==> src/rtl/ula_if.sv <==
// Operand/result/status bundle between the REDUX-V datapath and its ALU.
// The datapath side drives operands and opcode; the ALU drives result and flags.
interface ula_if #(
   parameter int BITS   = 8,
   parameter int ULA_OP = 4
);
   logic [BITS-1:0]   a_in;
   logic [BITS-1:0]   b_in;
   logic [ULA_OP-1:0] ula_op_in;
   logic              flags_en_in;
   logic [BITS-1:0]   result_out;
   logic              zero_out;
   logic              neg_out;
   logic              carry_out;
   logic              ovf_out;

   modport master (
      output a_in, b_in, ula_op_in, flags_en_in,
      input  result_out, zero_out, neg_out, carry_out, ovf_out
   );

   modport slave (
      input  a_in, b_in, ula_op_in, flags_en_in,
      output result_out, zero_out, neg_out, carry_out, ovf_out
   );
endinterface

==> src/rtl/ula.sv <==
// REDUX-V arithmetic/logic unit: combinational result plus a registered
// zero/negative/carry/overflow flag set consumed by the branch logic.
module ula #(
   parameter int ULA_OP = 4,
   parameter int BITS   = 8
) (
   input logic clk_in,
   input logic rst_in,
   ula_if.slave bus
);

   localparam int SH_W = $clog2(BITS);

   typedef enum logic [ULA_OP-1:0] {
      OP_NOT   = 'd0,
      OP_AND   = 'd1,
      OP_OR    = 'd2,
      OP_XOR   = 'd3,
      OP_ADD   = 'd4,
      OP_SUB   = 'd5,
      OP_SLL   = 'd6,
      OP_SRL   = 'd7,
      OP_PASSB = 'd8,
      OP_PASSA = 'd9
   } ula_op_t;

   logic [BITS-1:0] a;
   logic [BITS-1:0] b;
   logic [SH_W-1:0] sh;
   logic [BITS:0]   sum;
   logic [BITS:0]   diff;
   logic [BITS:0]   sll_ext;
   logic [BITS:0]   srl_ext;

   logic [BITS-1:0] res;
   logic            carry_nxt;
   logic            ovf_nxt;

   logic zero_q;
   logic neg_q;
   logic carry_q;
   logic ovf_q;

   assign a  = bus.a_in;
   assign b  = bus.b_in;
   // Shift amount is masked to log2(BITS) bits, so it can never reach BITS.
   assign sh = b[SH_W-1:0];

   // The extra bit of each widened operation is exactly the carry/borrow or
   // the last bit shifted out; a zero shift leaves that extra bit at 0.
   assign sum     = {1'b0, a} + {1'b0, b};
   assign diff    = {1'b0, a} - {1'b0, b};
   assign sll_ext = {1'b0, a} << sh;
   assign srl_ext = {a, 1'b0} >> sh;

   always_comb begin
      res       = '0;
      carry_nxt = 1'b0;
      ovf_nxt   = 1'b0;
      case (bus.ula_op_in)
         OP_NOT:   res = ~b;
         OP_AND:   res = a & b;
         OP_OR:    res = a | b;
         OP_XOR:   res = a ^ b;
         OP_ADD: begin
            res       = sum[BITS-1:0];
            carry_nxt = sum[BITS];
            ovf_nxt   = (a[BITS-1] == b[BITS-1]) && (sum[BITS-1] != a[BITS-1]);
         end
         OP_SUB: begin
            res       = diff[BITS-1:0];
            carry_nxt = diff[BITS];
            ovf_nxt   = (a[BITS-1] != b[BITS-1]) && (diff[BITS-1] != a[BITS-1]);
         end
         OP_SLL: begin
            res       = sll_ext[BITS-1:0];
            carry_nxt = sll_ext[BITS];
         end
         OP_SRL: begin
            res       = srl_ext[BITS:1];
            carry_nxt = srl_ext[0];
         end
         OP_PASSB: res = b;
         OP_PASSA: res = a;
         default: begin
            res       = '0;
            carry_nxt = 1'b0;
         end
      endcase
   end

   assign bus.result_out = res;

   always_ff @(posedge clk_in or posedge rst_in) begin
      if (rst_in) begin
         zero_q  <= 1'b0;
         neg_q   <= 1'b0;
         carry_q <= 1'b0;
         ovf_q   <= 1'b0;
      end else if (bus.flags_en_in) begin
         zero_q  <= (res == '0);
         neg_q   <= res[BITS-1];
         carry_q <= carry_nxt;
         ovf_q   <= ovf_nxt;
      end
   end

   assign bus.zero_out  = zero_q;
   assign bus.neg_out   = neg_q;
   assign bus.carry_out = carry_q;
   assign bus.ovf_out   = ovf_q;

endmodule

==> src/flat_wrapper.sv <==
// flat-port wrapper written by rule: the top's interface ports become plain ports
module ula_flat 
#(
   parameter int ULA_OP = 4,
   parameter int BITS   = 8
)
  (clk_in, rst_in, bus_a_in, bus_b_in, bus_ula_op_in, bus_flags_en_in, bus_result_out, bus_zero_out, bus_neg_out, bus_carry_out, bus_ovf_out);
  ula_if #(.BITS(BITS), .ULA_OP(ULA_OP)) bus_i ();
  input logic clk_in;
  input logic rst_in;
  input wire logic [$bits(bus_i.a_in)-1:0] bus_a_in;
  input wire logic [$bits(bus_i.b_in)-1:0] bus_b_in;
  input wire logic [$bits(bus_i.ula_op_in)-1:0] bus_ula_op_in;
  input wire logic [$bits(bus_i.flags_en_in)-1:0] bus_flags_en_in;
  output wire logic [$bits(bus_i.result_out)-1:0] bus_result_out;
  output wire logic [$bits(bus_i.zero_out)-1:0] bus_zero_out;
  output wire logic [$bits(bus_i.neg_out)-1:0] bus_neg_out;
  output wire logic [$bits(bus_i.carry_out)-1:0] bus_carry_out;
  output wire logic [$bits(bus_i.ovf_out)-1:0] bus_ovf_out;
  assign bus_i.a_in = bus_a_in;
  assign bus_i.b_in = bus_b_in;
  assign bus_i.ula_op_in = bus_ula_op_in;
  assign bus_i.flags_en_in = bus_flags_en_in;
  assign bus_result_out = bus_i.result_out;
  assign bus_zero_out = bus_i.zero_out;
  assign bus_neg_out = bus_i.neg_out;
  assign bus_carry_out = bus_i.carry_out;
  assign bus_ovf_out = bus_i.ovf_out;
  ula #(.ULA_OP(ULA_OP), .BITS(BITS)) u_core (.clk_in(clk_in), .rst_in(rst_in), .bus(bus_i));
endmodule
==> config.mk <==
export PLATFORM = sky130hd
export DESIGN_NAME = ula_flat
export DESIGN_NICKNAME = d
export VERILOG_FILES = /design/src/rtl/ula_if.sv /design/src/rtl/ula.sv /design/src/flat_wrapper.sv
export SDC_FILE = /design/constraint.sdc
export NUM_CORES = 1
export LEC_CHECK = 0
export CAP_MARGIN = 10
export CORE_ASPECT_RATIO = 0.9
export CORE_UTILIZATION = 56
export DETAILED_ROUTE_END_ITERATION = 10
export PLACE_DENSITY = 0.83
export SYNTH_ARGS = -nofsm -noshare
export SYNTH_HDL_FRONTEND = slang
export SYNTH_SLANG_ARGS = --single-unit
==> constraint.sdc <==
create_clock -name clk_in -period 6.2 [get_ports clk_in]
set_input_delay 1.86 -clock clk_in [delete_from_list [all_inputs] [get_ports clk_in]]
set_output_delay 1.86 -clock clk_in [all_outputs]
set_load 0.01 [all_outputs]
==> run summary, run 1 <==
Drt first pass iters: 8
H-tree levels: 1
Hold Path Stages: 1
Largest net degree at the start of global routing: 26
Ys Warns: 0
Critical Path Source Type: primary input
Clk Latency, worst-skew pair: 0.22 ns
Vias in the first global route: 2305
Wire length of the first global-routing pass: 10800 um
Detail Route Antenna Nets: 0
Status: complete, no violations
Area growth, synth to finish: 36.9%
Grt total ovfl: 0
Post-layout util: 0.801
Antenna diodes: 0
Starting Density: 0.586
Total chip power: 0.322 mW
Worst Path Arrival: 4.28 ns
CTS Hold Bufs: 0
Reg-to-Reg Start: u_core.bus.ovf_out
Initial DRC count: 443
Crit-path slowest cell: clkdlybuf4s50_1
Crit path depth: 8
Pleak: 1.36 nW
Width of the die: 67.8 um
Share of layout cells above drive strength 1: 0.241
Min Hold Slack: 0.497 ns
CTS max path bufs: 2
Reg2Reg Capture Point: u_core.bus.ovf_out
Footprint of the multi-input gates: 1950 um^2
Final wirelength: 7270 um
Required @ worst endpoint: 4.34 ns
Worst hold path type: reg2reg
Seq/Total Area, Yosys: 0.0458
Site Rows: 21
Achievable Freq: 163 MHz
Kind of critical path: in2out
Post-synth EDFFs: 0
Highest cell delay on the worst timing path: 0.54 ns
Vias: 2677
Worst setup path endpoint: bus_result_out[2]
Post-CTS Setup Inserts: 0
Nets: 413
Top_reg_cell synth: dfrtp_1
Setup slack, reg-to-reg: 5.50 ns
Mapped cell area: 2180 um^2
Most frequent cells in the layout: buf_4, clkdlybuf4s50_1, inv_1
CP top delay family: buffers and inverters
Buffers on Ports: 34
CTS buffer count: 3
Clock period minus worst slack: 6.14 ns
Post-Syn Instances: 293
Wire length per cell: 17.9 um
Die height: 61.3 um
Clock tree sinks: 4
Number of cells on the worst reg-to-reg path: 1
Async S/R FF share, synth: 1.00
Post-route design area: 2990 um^2
Placed inst area: 2870 um^2
VDD IR-drop max: 82.2 uV
CP Capture Type: primary output
Synth unique cells: 65
Filler cell count: 272
Clock Tree Root: clkbuf_8
Clock skew: 0 ns
Final Max Tran Viols: 0
MaxCap Viol Count: 0
Die ar.: 4160 um^2
Register area: 100 um^2
Maximum fanout along the worst path: 21
Final Hold Fails: 0
All-Layer GR Usage: 0.345
Core ar.: 3730 um^2
RSZ-0062 raised after global routing: true
Synth Area per Inst: 7.46 um^2
Initial antenna violation count: 0
Pwr/cell area: 108 nW/um^2
Vias per std cell: 6.58
Clk slew on worst S/H paths: 0.04 ns
Worst relative slew slack: 0.760
Buf/Inv on CP: 4
Worst Tran Pin Value: 0.359 ns
CTS tree: yes
Final setup fails: 0
Detailed Place HPWL: 5510 um
Worst setup startpoint: bus_ula_op_in[0]
Syn_nets: 343
DRC violations left: 0
Final Cycle Share: 0.990
Yosys reg bits: 4
Top Ports: 35
Most common cell after layout, fill and taps aside: buf_4
GP Congestion: 1.05
CP Cell Sequence: clkdlybuf4s50_1 -> buf_4 -> buf_4 -> and4b_1 -> a221oi_2 -> a2bb2oi_1 -> a211o_1 -> clkdlybuf4s50_1
metrics by stage:
step	worst slack, ns	TNS, ns	std cells
global placement	-0.252	-0.908	404
CTS	0.00332	0	407
global route	-0.00872	-0.0170	407
floorplan	0.586	0	293
finish	0.0610	0	407
detailed placement	-0.299	-1.22	404
power breakdown:
| part | switching (mW) | internal (mW) | leakage (nW) |
|---|---|---|---|
| clock network | 0.0142 | 0.0415 | 0.0216 |
| registers | 0.00173 | 0.0289 | 0.0500 |
| logic | 0.121 | 0.114 | 1.29 |
| total | 0.137 | 0.185 | 1.36 |
kinds of logic (layout without fill, tap and decap cells):
logic type | Yosys count | count (layout) | synth area share
and+or+nand+nor | 82 | 82 | 0.210
buffers and inverters | 48 | 116 | 0.0991
DFF | 4 | 4 | 0.0458
xor gates and xnor gates | 5 | 5 | 0.0200
AOI/OAI and AO/OA | 99 | 99 | 0.322
adders and majority gates | 27 | 27 | 0.162
muxes | 28 | 28 | 0.141
sequential cells by signal, indices dropped and copies added (netlist names):
signal	cells
u_core.bus.carry_out	1
u_core.bus.neg_out	1
u_core.bus.ovf_out	1
u_core.bus.zero_out	1
how the worst min path moves through the flow:
stage | startpoint | end
floorplan | u_core.bus.carry_out | u_core.bus.carry_out
detailed placement | u_core.bus.carry_out | u_core.bus.carry_out
global placement | u_core.bus.carry_out | u_core.bus.carry_out
finish | u_core.bus.carry_out | u_core.bus.carry_out
global route | u_core.bus.zero_out | u_core.bus.zero_out
CTS | u_core.bus.carry_out | u_core.bus.carry_out
Yosys cell counts, types with 3 or more instances:
library cell	instances	area, um^2
o211ai_1	4	30.0
nor3_1	5	25.0
mux2i_1	24	240
ha_1	25	313
o21bai_1	3	22.5
or3_1	3	18.8
o2111ai_1	3	26.3
o22a_1	3	26.3
nor2b_1	5	31.3
clkbuf_1	9	33.8
inv_1	25	93.8
o21ai_0	14	70.1
nand2_1	16	60.1
a211o_1	4	35.0
nand3b_1	7	52.6
a31oi_1	9	56.3
a22oi_1	4	30.0
nand2b_1	7	43.8
o22ai_1	4	25.0
nor2_1	21	78.8
a21oi_1	23	115
dfrtp_1	4	100
xnor2_1	3	26.3
buf_6	3	33.8
buf_2	8	40.0
per-layer routing:
layer,track usage,routed length [um],vias to the layer above
li1,-,-,1243
met1,0.475,3170,1236
met2,0.597,3350,172
met3,0.0333,623,26
met4,0.0476,128,0
met5,0,0,-
area by class of cell:
cell class,count,share of cell area
multi-input combinational,241,0.651
timing repair buffer,88,0.251
sequential,4,0.0335
inverter,25,0.0314
tap,46,0.0192
clock buffer,3,0.0138
repair_timing:
item | in CTS | in global routing
pin swaps | 1 | 2
endpoints found under the hold margin | 0 | 0
gates resized for setup | 13 | 17
endpoints found under the setup margin | 7 | 6
Power figures use the tool's default switching activity.
==> run 2, diff against run 1 <==
CORE_MARGIN = 5   (was default)
SKIP_LAST_GASP = 1   (was default)
==> run 2 against run 1 <==
Compared with the run above: sequential power hardly changed; via count shrank 1.3%; critical endpoint is now bus_result_out[0]; final cell count is 0.49% lower; non-clock buffer count shrank 2; critical path depth did not move; die area is 26% higher; core utilization down 1.2 points; power fell by 0.86%; highest routed layer unchanged; worst hold slack gained 0.00065 ns; register-to-register slack is essentially flat; combinational power about the same; sequential share of layout area about the same.
==> run summary, run 2 (synthesis gave the netlist of run 1 again) <==
Status: complete, no violations (unchanged)
CP dominant cell by count: clkdlybuf4s50_1
Final Max Tran Viols: 0 (unchanged)
VDD IR-drop max: 56.6 uV (was 82.2 uV)
Drt first pass iters: 5 (was 8)
GP Congestion: 0.994 (was 1.05)
Pleak: 1.36 nW (about the same)
Die height: 69.3 um (was 61.3 um)
Final wirelength: 7530 um (was 7270 um)
Die ar.: 5250 um^2 (was 4160 um^2)
Clock skew: 0 ns (unchanged)
Required @ worst endpoint: 4.34 ns (about the same)
Seq pwr share: 0.097 (was 0.095)
Worst relative slew slack: 0.740 (was 0.760)
Achievable Freq: 164 MHz (was 163 MHz)
Buf/Inv on CP: 4 (unchanged)
Net Sw Frac: 0.425 (about the same)
Clock power frac: 0.175 (was 0.173)
Critical Path Source Type: primary input (unchanged)
Met3 wire len: 675 um (was 623 um)
CTS buffer count: 3 (unchanged)
CTS max path bufs: 2 (unchanged)
Largest net degree at the start of global routing: 25 (was 26)
Highest cell delay on the worst timing path: 0.50 ns (was 0.54 ns)
All-Layer GR Usage: 0.288 (was 0.345)
H-tree levels: 1 (unchanged)
Worst Path Arrival: 4.25 ns (was 4.28 ns)
Most common cell after layout, fill and taps aside: buf_4 (unchanged)
Clock period minus worst slack: 6.11 ns (was 6.14 ns)
Nets: 411 (was 413)
CTS tree: yes (unchanged)
CP top delay family: buffers and inverters (unchanged)
Area growth, synth to finish: 34.9% (was 36.9%)
Buffers on Ports: 34 (unchanged)
Top Ports: 35 (unchanged)
Pint: 0.183 mW (was 0.185 mW)
Grt total ovfl: 0 (unchanged)
RSZ-0062 raised after global routing: false (was true)
Clk slew on worst S/H paths: 0.03 ns (was 0.04 ns)
Final Hold Fails: 0 (unchanged)
Share of total power in combinational logic: 0.728 (was 0.732)
Final Cycle Share: 0.986 (was 0.990)
Final setup fails: 0 (unchanged)
CTS Hold Bufs: 0 (unchanged)
Placed cell count: 401 (was 404)
Post-route design area: 2950 um^2 (was 2990 um^2)
DRC violations left: 0 (unchanged)
Met1 WL: 3280 um (was 3170 um)
Worst hold path type: reg2reg (unchanged)
Detailed Place HPWL: 5820 um (was 5510 um)
Share of layout cells above drive strength 1: 0.228 (was 0.241)
MaxCap Viol Count: 0 (unchanged)
Pwr/cell area: 108 nW/um^2 (about the same)
Initial antenna violation count: 0 (unchanged)
Met2 wire length: 3510 um (was 3350 um)
Core ar.: 3730 um^2 (unchanged)
Worst Tran Pin Value: 0.388 ns (was 0.359 ns)
Placed inst area: 2840 um^2 (was 2870 um^2)
Maximum fanout along the worst path: 16 (was 21)
Kind of critical path: in2out (unchanged)
Site Rows: 21 (unchanged)
CP Cell Sequence: clkdlybuf4s50_1 -> buf_4 -> buf_12 -> mux2i_2 -> mux4_2 -> nor2_1 -> or4_4 -> clkdlybuf4s50_1 (was clkdlybuf4s50_1 -> buf_4 -> buf_4 -> and4b_1 -> a221oi_2 -> a2bb2oi_1 -> a211o_1 -> clkdlybuf4s50_1)
CP Capture Type: primary output (unchanged)
Wire length per cell: 18.6 um (was 17.9 um)
Vias: 2641 (was 2677)
Antenna diodes: 0 (unchanged)
Switch Pwr: 0.136 mW (was 0.137 mW)
Wire length of the first global-routing pass: 12100 um (was 10800 um)
Final cell count without fillers: 405 (was 407)
Post-layout util: 0.790 (was 0.801)
Vias per std cell: 6.52 (was 6.58)
Clock Tree Root: clkbuf_8 (unchanged)
Width of the die: 75.8 um (was 67.8 um)
Vias in the first global route: 2483 (was 2305)
Clk Latency, worst-skew pair: 0.22 ns (about the same)
Clock tree sinks: 4 (unchanged)
Total chip power: 0.319 mW (was 0.322 mW)
Most frequent cells in the layout: buf_4, clkdlybuf4s50_1, inv_1, ha_1 (was buf_4, clkdlybuf4s50_1, inv_1)
Max layer used: met4 (unchanged)
Crit-path slowest cell: clkdlybuf4s50_1 (unchanged)
Initial DRC count: 444 (was 443)
Min Hold Slack: 0.498 ns (was 0.497 ns)
Starting Density: 0.586 (unchanged)
Detail Route Antenna Nets: 0 (unchanged)
run 2: changes by cell type in the layout (fill, tap and decap cells not counted), sizes merged:
| cell | delta |
|---|---|
| buf | -2 |
| clkdlybuf4s50 | +1 |
| dlygate4sd2 | -1 |
run 2: power groups by stage:
| stage | combinational (mW) | sequential, mW | clock, mW |
|---|---|---|---|
| 3_5_place_dp | 0.222 | 0.0309 | 0 |
| 4_1_cts | 0.223 | 0.0307 | 0.0561 |
| 5_1_grt | 0.250 | 0.0312 | 0.0581 |
| 2_1_floorplan | 0.124 | 0.0318 | 0 |
| 3_3_place_gp | 0.219 | 0.0306 | 0 |
| 6_report | 0.232 | 0.0308 | 0.0558 |
run 2: path summary, 6_finish.rpt:
kind,start,endpoint,slack (ns),depth (start not counted)
min in group asynchronous,rst_in,u_core.bus.neg_out,1.83,2
hold / removal,u_core.bus.zero_out,u_core.bus.zero_out,0.50,2
hold reg to reg,u_core.bus.zero_out,u_core.bus.zero_out,0.50,2
setup reg to reg,u_core.bus.ovf_out,u_core.bus.ovf_out,5.50,1
setup / recovery,bus_b_in[1],bus_result_out[0],0.09,8
max in group asynchronous,rst_in,u_core.bus.ovf_out,4.20,2
run 2: cell type report:
cell class	count	area, um^2
Inverter	25	93.8
Clock buffer	3	41.3
Sequential cell	4	100
Tap cell	46	57.6
Multi-Input combinational cell	241	1910
Timing Repair Buffer	86	742
Fill cell	275	785
run 2: routing by layer:
layer  vias to the layer above  track usage
li1                       1236            -
met1                      1230        0.430
met2                       165        0.444
met3                        10       0.0246
met4                         0       0.0563
met5                         -            0
run 2: through the flow:
stage | setup slack (ns) | setup TNS [ns]
finish | 0.0859 | 0
global route | 0.0107 | 0
CTS | -0.225 | -0.225
detailed placement | -0.280 | -1.07
global placement | -0.228 | -0.906
floorplan | 0.586 | 0
run 2: timing repair:
action	CTS	global route
buffers inserted	1	0
pin swaps	0	3
gates resized for setup	7	17
endpoints found under the setup margin	8	6
